===== config.mk =====
export PLATFORM = sky130hd
export DESIGN_NAME = pipelined_shifter
export DESIGN_NICKNAME = d
export VERILOG_FILES = /design/src/rtl/shifter_pkg.sv /design/src/rtl/shift_stage.sv /design/src/rtl/pipelined_shifter.sv
export SDC_FILE = /design/constraint.sdc
export NUM_CORES = 1
export LEC_CHECK = 0
export BUFFER_PORTS_ARGS = -buffer_cell sky130_fd_sc_hd__buf_2
export CAP_MARGIN = 0
export CORE_UTILIZATION = 43
export CTS_CLUSTER_DIAMETER = 50
export CTS_CLUSTER_SIZE = 20
export DETAILED_ROUTE_END_ITERATION = 10
export HOLD_SLACK_MARGIN = 0.15
export PLACE_DENSITY = 0.58
export REMOVE_ABC_BUFFERS = 1
export SYNTH_ARGS = -nofsm -noshare
export SYNTH_HDL_FRONTEND = slang
export SYNTH_SLANG_ARGS = --single-unit
export TNS_END_PERCENT = 30

===== constraint.sdc =====
create_clock -name clk -period 3.25 [get_ports clk]
set_clock_uncertainty 0.05 [all_clocks]
set_input_delay 0.325 -clock clk [delete_from_list [all_inputs] [get_ports clk]]
set_output_delay 0.325 -clock clk [all_outputs]
set_load 0.02 [all_outputs]

===== src/rtl/shifter_pkg.sv =====
// Shared types for the pipelined barrel shifter: operation encoding and the
// helper that derives the number of shift levels from the data width.
package shifter_pkg;

    typedef enum logic [2:0] {
        SLL = 3'd0,
        SRL = 3'd1,
        SRA = 3'd2,
        ROL = 3'd3,
        ROR = 3'd4
    } shift_op_t;

    function automatic int levelCount(input int width);
        return $clog2(width);
    endfunction

endpackage


===== src/rtl/shift_stage.sv =====
// One combinational level of the barrel shifter: shifts or rotates by 2^K
// when the level's shift-amount bit is set.
module shift_stage
    import shifter_pkg::*;
#(
    parameter int N = 32,
    parameter int K = 0
) (
    input  logic [N-1:0] data_i,
    input  logic         shift_i,
    input  shift_op_t    op_i,
    input  logic         sign_i,
    output logic [N-1:0] data_o
);

    localparam int AMT = 1 << K;

    logic [N-1:0] shifted;
    logic [N-1:0] signFill;

    // Sign fill covers exactly the AMT vacated top bits of an arithmetic shift.
    always_comb begin
        signFill = sign_i ? ~({N{1'b1}} >> AMT) : '0;
        shifted  = data_i;
        case (op_i)
            SLL:     shifted = data_i << AMT;
            SRL:     shifted = data_i >> AMT;
            SRA:     shifted = (data_i >> AMT) | signFill;
            ROL:     shifted = (data_i << AMT) | (data_i >> (N - AMT));
            ROR:     shifted = (data_i >> AMT) | (data_i << (N - AMT));
            default: shifted = data_i;
        endcase
        data_o = shift_i ? shifted : data_i;
    end

endmodule


===== src/rtl/pipelined_shifter.sv =====
// Barrel shifter split into S registered levels with a valid/ready handshake;
// a single advance signal stalls every stage together under backpressure.
module pipelined_shifter
    import shifter_pkg::*;
#(
    parameter  int N = 32,
    localparam int S = levelCount(N)
) (
    input  logic         clk,
    input  logic         rst_n,
    input  logic         in_valid,
    output logic         in_ready,
    input  logic [N-1:0] in_data,
    input  logic [S-1:0] in_shamt,
    input  shift_op_t    in_op,
    output logic         out_valid,
    input  logic         out_ready,
    output logic [N-1:0] out_data
);

    logic         advance;
    logic [S-1:0] stageValid_q;
    logic [N-1:0] stageData_q  [S];
    logic [N-1:0] stageData_d  [S];
    logic [S-1:0] stageShamt_q [S];
    shift_op_t    stageOp_q    [S];
    logic         stageSign_q  [S];

    assign advance   = !stageValid_q[S-1] || out_ready;
    assign in_ready  = advance;
    assign out_valid = stageValid_q[S-1];
    assign out_data  = stageData_q[S-1];

    for (genvar k = 0; k < S; k++) begin : gLevel
        if (k == 0) begin : gFirst
            shift_stage #(.N(N), .K(0)) uStage (
                .data_i  (in_data),
                .shift_i (in_shamt[0]),
                .op_i    (in_op),
                .sign_i  (in_data[N-1]),
                .data_o  (stageData_d[0])
            );
        end else begin : gNext
            shift_stage #(.N(N), .K(k)) uStage (
                .data_i  (stageData_q[k-1]),
                .shift_i (stageShamt_q[k-1][k]),
                .op_i    (stageOp_q[k-1]),
                .sign_i  (stageSign_q[k-1]),
                .data_o  (stageData_d[k])
            );
        end
    end

    // The sign bit is captured once at entry so SRA fills from the original MSB.
    always_ff @(posedge clk or negedge rst_n) begin
        if (!rst_n) begin
            stageValid_q <= '0;
            for (int k = 0; k < S; k++) begin
                stageData_q[k]  <= '0;
                stageShamt_q[k] <= '0;
                stageOp_q[k]    <= SLL;
                stageSign_q[k]  <= 1'b0;
            end
        end else if (advance) begin
            stageValid_q    <= {stageValid_q[S-2:0], in_valid};
            stageData_q[0]  <= stageData_d[0];
            stageShamt_q[0] <= in_shamt;
            stageOp_q[0]    <= in_op;
            stageSign_q[0]  <= in_data[N-1];
            for (int k = 1; k < S; k++) begin
                stageData_q[k]  <= stageData_d[k];
                stageShamt_q[k] <= stageShamt_q[k-1];
                stageOp_q[k]    <= stageOp_q[k-1];
                stageSign_q[k]  <= stageSign_q[k-1];
            end
        end
    end

endmodule


==> results of run 1 <==
-- worst paths after layout --
check                                            start                           end  slack (ns)
max                        stageValid_q[4]$_DFFE_PN0P_                      in_ready        0.86
min                                        in_data[15]  stageData_q[144]$_DFFE_PN0P_        0.16
max reg2reg                   stageOp_q[9]$_DFFE_PN0P_   stageData_q[73]$_DFFE_PN0P_        0.97
min reg2reg                stageValid_q[3]$_DFFE_PN0P_   stageValid_q[4]$_DFFE_PN0P_        0.41
max in group asynchronous                        rst_n   stageData_q[67]$_DFFE_PN0P_        1.87
min in group asynchronous                        rst_n   stageShamt_q[9]$_DFFE_PN0P_        0.47
-- state kept, by name, summed over array words and instances, names as in the netlist --
register      cells
out_data         32
stageOp_q        12
stageSign_q       4
stageShamt_q     10
stageValid_q      5
stageData_q     128
-- timing repair --
item                      in CTS  in global routing
hold buffers                   9                  0
buffers inserted               0                  0
hold endpoints to repair      99                  0
-- power groups by stage --
stage          combinational, W  sequential (W)  clock [W]
6_report                0.00707         0.00509    0.00210
5_1_grt                 0.00788         0.00526    0.00223
4_1_cts                 0.00710         0.00507    0.00214
3_5_place_dp            0.00707         0.00511          0
3_3_place_gp            0.00696         0.00508          0
2_1_floorplan           0.00501         0.00491          0
-- through the flow --
stage / hold slack [ns] / TNS, ns / setup slack [ns]
final: 0.162 / 0 / 0.857
after global routing: 0.184 / 0 / 0.735
after global placement: 0.393 / 0 / 1.06
after detailed placement: 0.398 / 0 / 0.979
after CTS: 0.155 / 0 / 0.821
after floorplan: -0.0206 / -2132.38 / -12.15
-- cell type report --
class                      count  area (um^2)
multi-input combinational    949         6390
inverter                      29          114
clock buffer                  19          443
sequential                   191         4780
timing repair buffer         120          790
fill                        2579        14000
tap                          372          465
clock inverter                13          128
-- Yosys cell counts, drive strengths merged (6+ instances only) --
library cell and number:
dfrtp 191, nor2 49, nand2 118, buf 82
a22oi 9, nand3 8, a222oi 16, nor3b 69
o21ai 100, mux2i 6, a31oi 12, nand2b 20
maj3 15, o211ai 13, nor3 15, mux2 39
nor2b 71, o221a 24, o22ai 30, a21oi 91
a211oi 70, o22a 12, o221ai 107, inv 29
o21a 23, clkbuf 59
-- tightest hold or removal path: cells and delay by family --
kind,cells,cell delay [ns]
buffers and inverters,1,0.11
AOI/OAI and AO/OA,2,0.18
-- routing by layer --
layer  global-route usage  wire length, um
met3               0.0313             1290
met4               0.0889              880
met2                0.374            15400
met5                    0                0
met1                0.319            15200
-- kinds of logic (layout without fill, tap and decap cells) --
kind of cell | Yosys count | count (layout) | share of synthesized area
buffers and inverters | 170 | 181 | 0.0661
DFF | 191 | 191 | 0.400
adders and majority gates | 15 | 15 | 0.0126
xor gates and xnor gates | 4 | 4 | 0.00482
muxes | 45 | 45 | 0.0418
AOI/OAI and AO/OA | 521 | 521 | 0.312
and+or+nand+nor | 364 | 364 | 0.163
==> flow_summary.ini, run 1 <==
[yosys]
yosys_warnings = 0
synth_area_leaders = dfrtp_1, o221ai_1, a211oi_1
synth_area_leader_cell = dfrtp_1
synthDistinctLibCells = 55
netlist_area_um2 = 11900
syn_avg_cell_area_um2 = 9.11
synth_top_area_frac = 0.400
ys_seq_area_frac = 0.400
async_flop_share = 1.00
netlist_instances = 1310
synth_edf_count = 0
synth-seq-cells = 191
synth_flop_cell = dfrtp_1

[die]
ios = 78
die_area_um2 = 28400
die_y_um = 169
core-area_um2 = 27100
floorplan.rows = 60
start_util = 0.440
die_w_um = 169

[clock_tree]
cts_root_buf = clkbuf_16
clk_latency_ns = 0.45
htree_levels = 4
cts_made_buffers = 17
clkTransAtPathRegs_ns = 0.08
post_cts_resize_count = 0
cts_sinks = 191
cts_tree = done
cts_buffer_depth = 2

[timing]
slew_viol_final = 0
tightest_slew_ns = 0.941
max_freq_mhz = 418
hold_viol = 0
grt_setup_unrepaired = false
timing.slew.headroom = 0.371
fin_crit_sh = 0.736
setup_viol = 0
fin_crit_ns = 2.39

[critical_path]
path_depth = 4
worstPathMaxFanout = 91
crit_chain = nor2b_4 > inv_6 > buf_12 > buf_2
crit_path_start_kind = flip-flop
reg2reg_depth = 5
crit_arrival_ns = 2.02
crit_slowest_cell = buf_12
worstSetupPathType = flip-flop to primary output
crit_buf_inv = 3
crit_required_ns = 2.87
slowest_delay_ns = 0.39
crit_family = buffers and inverters
endpoint_kind = primary output

[power_and_ir_drop]
pwr_density_cell_nw_per_um2 = 1090
pwr-share-seq = 0.357
p_int_w = 0.00785
vdd_drop_max_mv = 0.392
p_sw_w = 0.00641
p_comb_frac = 0.496
p_total_w = 0.0143
swShare = 0.449
p_clk_frac = 0.147
leakage_nw = 4.97

[grt]
grt_pass1_wl_um = 53300
antenna_found_initial = 0
grt_max_degree = 152
track_usage = 0.233
first_global_vias = 9659
gr-total-overflow = 0

[placement]
place_congestion = 0.822
placed_area_um2 = 12500
dp.cells = 1652
io_buffers = 77
dp_hpwl_um = 21400

[routing]
route.detailed.drc = 0
final_antenna_net_count = 0
vias_per_cell = 6.14
avgRoutedWirePerCell_um = 19.3
drt_iter0_drc = 850
drt-total-wl_um = 32700
drt-pass1-iter-count = 8
vias = 10400

[layout]
final_cell_mix = dfrtp_1, nand2_1, o221ai_1
layout-drive-gt1-share = 0.167
finalNonFillerCells = 1693
final_core_util = 0.484
insertedDiodeCount = 0
design_area_um2 = 13100
layout.cells.most_common = dfrtp_1
final_net_count = 1352
area_growth_pct = 9.85

[status]
status = completed

[run]
maxCapViolCount = 0

[min_path]
holdPathStages = 3
holdCritPathClass = primary input to flip-flop
Power figures use the tool's default switching activity.
==> run 2, diff against run 1 <==
clock period = 2.3 ns   (was 3.25 ns; I/O delays follow)
==> flow_summary.ini, run 2 (synthesized netlist as in run 1, its figures left out) <==
[status]
status = completed

[timing]
fin_ws_ns = 0.116
timing.slew.headroom = 0.538
fin_tns_setup_ns = 0
grt_setup_unrepaired = false
slew_viol_final = 0
fin_crit_sh = 0.950
tightest_slew_ns = 0.693
hold_viol = 0
max_freq_mhz = 458
timing.hold.ws_ns = 0.238
fin_crit_ns = 2.18
setup_viol = 0

[die]
start_util = 0.440
die_y_um = 169
die_area_um2 = 28400
core-area_um2 = 27100
ios = 78
floorplan.rows = 60
die_w_um = 169

[grt]
antenna_found_initial = 1
grt_max_degree = 113
met1_usage = 0.325
grt_pass1_wl_um = 54600
first_global_vias = 9791
grt-busiest-layer = met2
track_usage = 0.238
gr-total-overflow = 0
met2_usage = 0.399
gr-usage-met3 = 0.0276

[power_and_ir_drop]
leakage_nw = 5.21
pwr_density_cell_nw_per_um2 = 1510
vdd_drop_max_mv = 0.544
p_total_w = 0.0206

[critical_path]
crit_arrival_ns = 1.90
reg2reg_from = stageOp_q[13]$_DFFE_PN0P_
crit_path_start_kind = flip-flop
reg2reg_depth = 4
worstPathMaxFanout = 112
endpoint_kind = primary output
reg2reg_to = stageData_q[120]$_DFFE_PN0P_
rrSetupSlack_ns = 0.37
worstSetupPathType = flip-flop to primary output
crit_required_ns = 2.02

[clock_tree]
clkTransAtPathRegs_ns = 0.08
cts_setup_buffers = 0
htree_levels = 4
cts_tree = done
clk_latency_ns = 0.45
cts_sinks = 191
cts_buffer_depth = 2
cts_root_buf = clkbuf_16
cts_made_buffers = 17

[layout]
layout.cells.most_common = dfrtp_1
layout-drive-gt1-share = 0.170
largest_reg_flops = 128
final_cell_mix = dfrtp_1, nand2_1, o221ai_1
top_register = stageData_q
area_growth_pct = 14.2
final_net_count = 1394
insertedDiodeCount = 0

[routing]
avgRoutedWirePerCell_um = 19.0
drt_iter0_drc = 834
final_antenna_net_count = 0
vias = 10400
vias_per_cell = 6.02
drt-pass1-iter-count = 7
drt-total-wl_um = 33000
route.detailed.drc = 0

[placement]
place_congestion = 0.872
io_buffers = 77
pre_cts_slack_ns = 0.417
dp_hpwl_um = 21600

[run]
maxCapViolCount = 0

[min_path]
holdPathStages = 5
holdCritPathClass = primary input to flip-flop
min-delay-start = out_ready
hold_path_end = stageSign_q[2]$_DFFE_PN0P_
-- run 2: cell types whose count changed in the layout (fill, tap and decap cells not counted) --
cell / previous run / this run
dlygate4sd3_1: 9 / 40
buf_12: 4 / 10
buf_4: 30 / 34
clkinvlp_4: 5 / 2
inv_8: 1 / 4
clkinv_4: 0 / 2
clkinv_8: 0 / 2
inv_6: 6 / 4
buf_16: 0 / 1
clkbuf_1: 1 / 0
clkinv_2: 1 / 0
-- run 2: layer usage --
layer	vias up	routed length (um)
met5	-	0
met4	0	447
met3	27	1140
met2	274	16000
met1	5069	15400
li1	5077	-
-- run 2: report_power, final --
group / switching [W] / leakage (nW) / total (W) / internal, W
clock network: 0.00148 / 0.291 / 0.00307 / 0.00158
logic: 0.00561 / 2.73 / 0.0104 / 0.00484
registers: 0.00210 / 2.19 / 0.00709 / 0.00498
total: 0.00920 / 5.21 / 0.0206 / 0.0114
-- run 2: worst max-delay path by stage --
| stage | start | to | depth (start not counted) |
|---|---|---|---|
| 2_1_floorplan | stageValid_q[4]$_DFFE_PN0P_ | stageData_q[80]$_DFFE_PN0P_ | 4 |
| 3_3_place_gp | stageOp_q[13]$_DFFE_PN0P_ | stageData_q[121]$_DFFE_PN0P_ | 4 |
| 3_5_place_dp | stageOp_q[13]$_DFFE_PN0P_ | stageData_q[121]$_DFFE_PN0P_ | 4 |
| 4_1_cts | stageValid_q[4]$_DFFE_PN0P_ | in_ready | 4 |
| 5_1_grt | stageValid_q[4]$_DFFE_PN0P_ | in_ready | 4 |
| 6_report | stageValid_q[4]$_DFFE_PN0P_ | in_ready | 4 |
-- run 2: what timing repair did --
action | in CTS | in global routing
hold buffers | 40 | 0
hold endpoints to repair | 95 | 0
resized for setup | 0 | 1
setup endpoints to repair | 0 | 1
-- run 2: critical path: stages (launching register included) --
cell and delay [ns]:
dfrtp_1 0.38, nor2b_4 0.17, inv_6 0.17, buf_16 0.35, buf_2 0.26
-- run 2: layout make-up --
| cell class | instances | area (um^2) |
|---|---|---|
| Sequential cell | 191 | 4780 |
| Clock buffer | 18 | 439 |
| Tap cell | 372 | 465 |
| Multi-Input combinational cell | 949 | 6390 |
| Fill cell | 2528 | 13500 |
| Inverter | 29 | 114 |
| Timing Repair Buffer | 162 | 1280 |
| Clock inverter | 14 | 166 |
-- run 2: through the flow --
| step | cells | cell area (um^2) | util |
|---|---|---|---|
| final | 1735 | 13600 | 0.503 |
| after global routing | 1735 | 13600 | 0.503 |
| after CTS | 1735 | 13600 | 0.503 |
| after detailed placement | 1663 | 12600 | 0.466 |
| after global placement | 1663 | 12600 | 0.466 |
| after floorplan | 1169 | 11300 | - |
==> run 3, diff against run 2 <==
REMOVE_ABC_BUFFERS = default   (was 1)
==> flow_summary.ini, run 3 (synthesized netlist as in run 1, its figures left out) <==
[power_and_ir_drop]
pwr-share-seq = 0.350
swShare = 0.453
p_comb_frac = 0.507
pwr_density_cell_nw_per_um2 = 1520
leakage_nw = 5.21
p_clk_frac = 0.142
p_sw_w = 0.00939
p_int_w = 0.0113
vdd_drop_max_mv = 0.726

[clock_tree]
cts_sinks = 191
clkTransAtPathRegs_ns = 0.08
cts_tree = done
clk_latency_ns = 0.44
cts_root_buf = clkbuf_16
cts_made_buffers = 17
cts_buffer_depth = 2
htree_levels = 4

[layout]
finalNonFillerCells = 1739
final_cell_mix = dfrtp_1, nand2_1, o221ai_1
layout-drive-gt1-share = 0.172
final_net_count = 1398
fill_cells = 2578
largest_reg_flops = 128
top_register = stageData_q
layout.cells.most_common = dfrtp_1
area_growth_pct = 14.0
final_core_util = 0.502
insertedDiodeCount = 0

[die]
die_y_um = 169
ios = 78
start_util = 0.440
core-area_um2 = 27100
die_w_um = 169
die_area_um2 = 28400
floorplan.rows = 60

[placement]
io_buffers = 77
dp.cells = 1667
place_congestion = 0.905
pre_cts_slack_ns = 0.312
dp_hpwl_um = 23300

[routing]
drt-pass1-iter-count = 6
drt-total-wl_um = 35200
route.detailed.drc = 0
drt_iter0_drc = 1104
vias_per_cell = 6.21
vias = 10800
final_antenna_net_count = 0
avgRoutedWirePerCell_um = 20.2

[critical_path]
crit_chain = nor2b_4 > inv_6 > buf_4 > buf_2
crit_required_ns = 2.02
slowest_delay_ns = 0.46
endpoint_kind = primary output
worstPathMaxFanout = 49
crit_arrival_ns = 1.83
crit_slowest_cell = buf_4
worstSetupPathType = flip-flop to primary output
crit_path_start_kind = flip-flop

[run]
maxCapViolCount = 0

[grt]
grt_max_degree = 78
first_global_vias = 10100
antenna_found_initial = 0
track_usage = 0.253
gr-total-overflow = 0
grt_pass1_wl_um = 57400

[yosys]
synth_nets = 1354

[timing]
fin_crit_sh = 0.919
timing.hold.ws_ns = 0.277
hold_viol = 0
slew_viol_final = 0
setup_viol = 0
fin_crit_ns = 2.11
tightest_slew_ns = 0.933
max_freq_mhz = 473
fin_ws_ns = 0.186
fin_tns_setup_ns = 0
timing.slew.headroom = 0.375
grt_setup_unrepaired = false

[min_path]
holdCritPathClass = primary input to asynchronous set/reset pin

[status]
status = completed
==> run 3: changes by cell type in the layout (fill, tap and decap cells not counted), moves of 2 or more <==
| cell | before | now |
|---|---|---|
| buf_4 | 34 | 39 |
| clkinv_8 | 2 | 0 |
| clkinv_4 | 2 | 0 |
| clkinv_2 | 0 | 3 |
==> run 3: power groups by stage <==
stage                     sequential (W)  clock, W  combinational, W
final                            0.00727   0.00295            0.0105
after detailed placement         0.00728         0            0.0104
after floorplan                  0.00654         0           0.00805
after CTS                        0.00723   0.00303            0.0105
after global placement           0.00727         0            0.0103
after global routing             0.00747   0.00315            0.0116
==> run 3: metal layers <==
layer | GRT usage | vias to the layer above | wire length, um
met5 | 0 | - | 0
met4 | 0.0779 | 0 | 637
met3 | 0.0304 | 37 | 1410
met2 | 0.419 | 317 | 17100
met1 | 0.345 | 5357 | 16000
li1 | - | 5091 | -
==> run 3: worst paths after layout <==
| kind | from | endpoint | slack, ns | cells after the start |
|---|---|---|---|---|
| max reg2reg | stageOp_q[7]$_DFFE_PN0P_ | stageData_q[48]$_DFFE_PN0P_ | 0.28 | 5 |
| max | stageValid_q[4]$_DFFE_PN0P_ | in_ready | 0.19 | 4 |
| max in group asynchronous | rst_n | stageData_q[81]$_DFFE_PN0P_ | 1.25 | 3 |
| min in group clk | out_ready | stageShamt_q[19]$_DFFE_PN0P_ | 0.28 | 5 |
| min reg2reg | stageValid_q[3]$_DFFE_PN0P_ | stageValid_q[3]$_DFFE_PN0P_ | 0.41 | 2 |
| min | rst_n | out_data[20]$_DFFE_PN0P_ | 0.28 | 2 |
==> run 3: area by class of cell <==
cell class | count | area (um^2) | share of cell area
Inverter | 29 | 114 | 0.00837
Timing Repair Buffer | 166 | 1290 | 0.0946
Multi-Input combinational cell | 949 | 6390 | 0.470
Sequential cell | 191 | 4780 | 0.351
Clock buffer | 19 | 443 | 0.0325
Tap cell | 372 | 465 | 0.0342
Clock inverter | 13 | 128 | 0.00938
==> run 3: what timing repair did <==
item,4_1_cts,5_1_grt
hold buffers,40,0
endpoints found under the setup margin,0,0
buffers inserted,0,0
gates resized for setup,0,0
hold endpoints to repair,104,0
==> run 3: worst max-delay path: cells and delay by family, from the launching register on <==
| kind | cells | cell delay [ns] |
|---|---|---|
| and+or+nand+nor | 1 | 0.16 |
| DFF | 1 | 0.37 |
| buffers and inverters | 3 | 0.86 |
==> run 3: through the flow <==
step,power (W),cell area (um^2)
2_1_floorplan,0.0146,11900
3_3_place_gp,0.0176,12600
3_5_place_dp,0.0177,12600
4_1_cts,0.0208,13600
5_1_grt,0.0223,13600
6_report,0.0207,13600
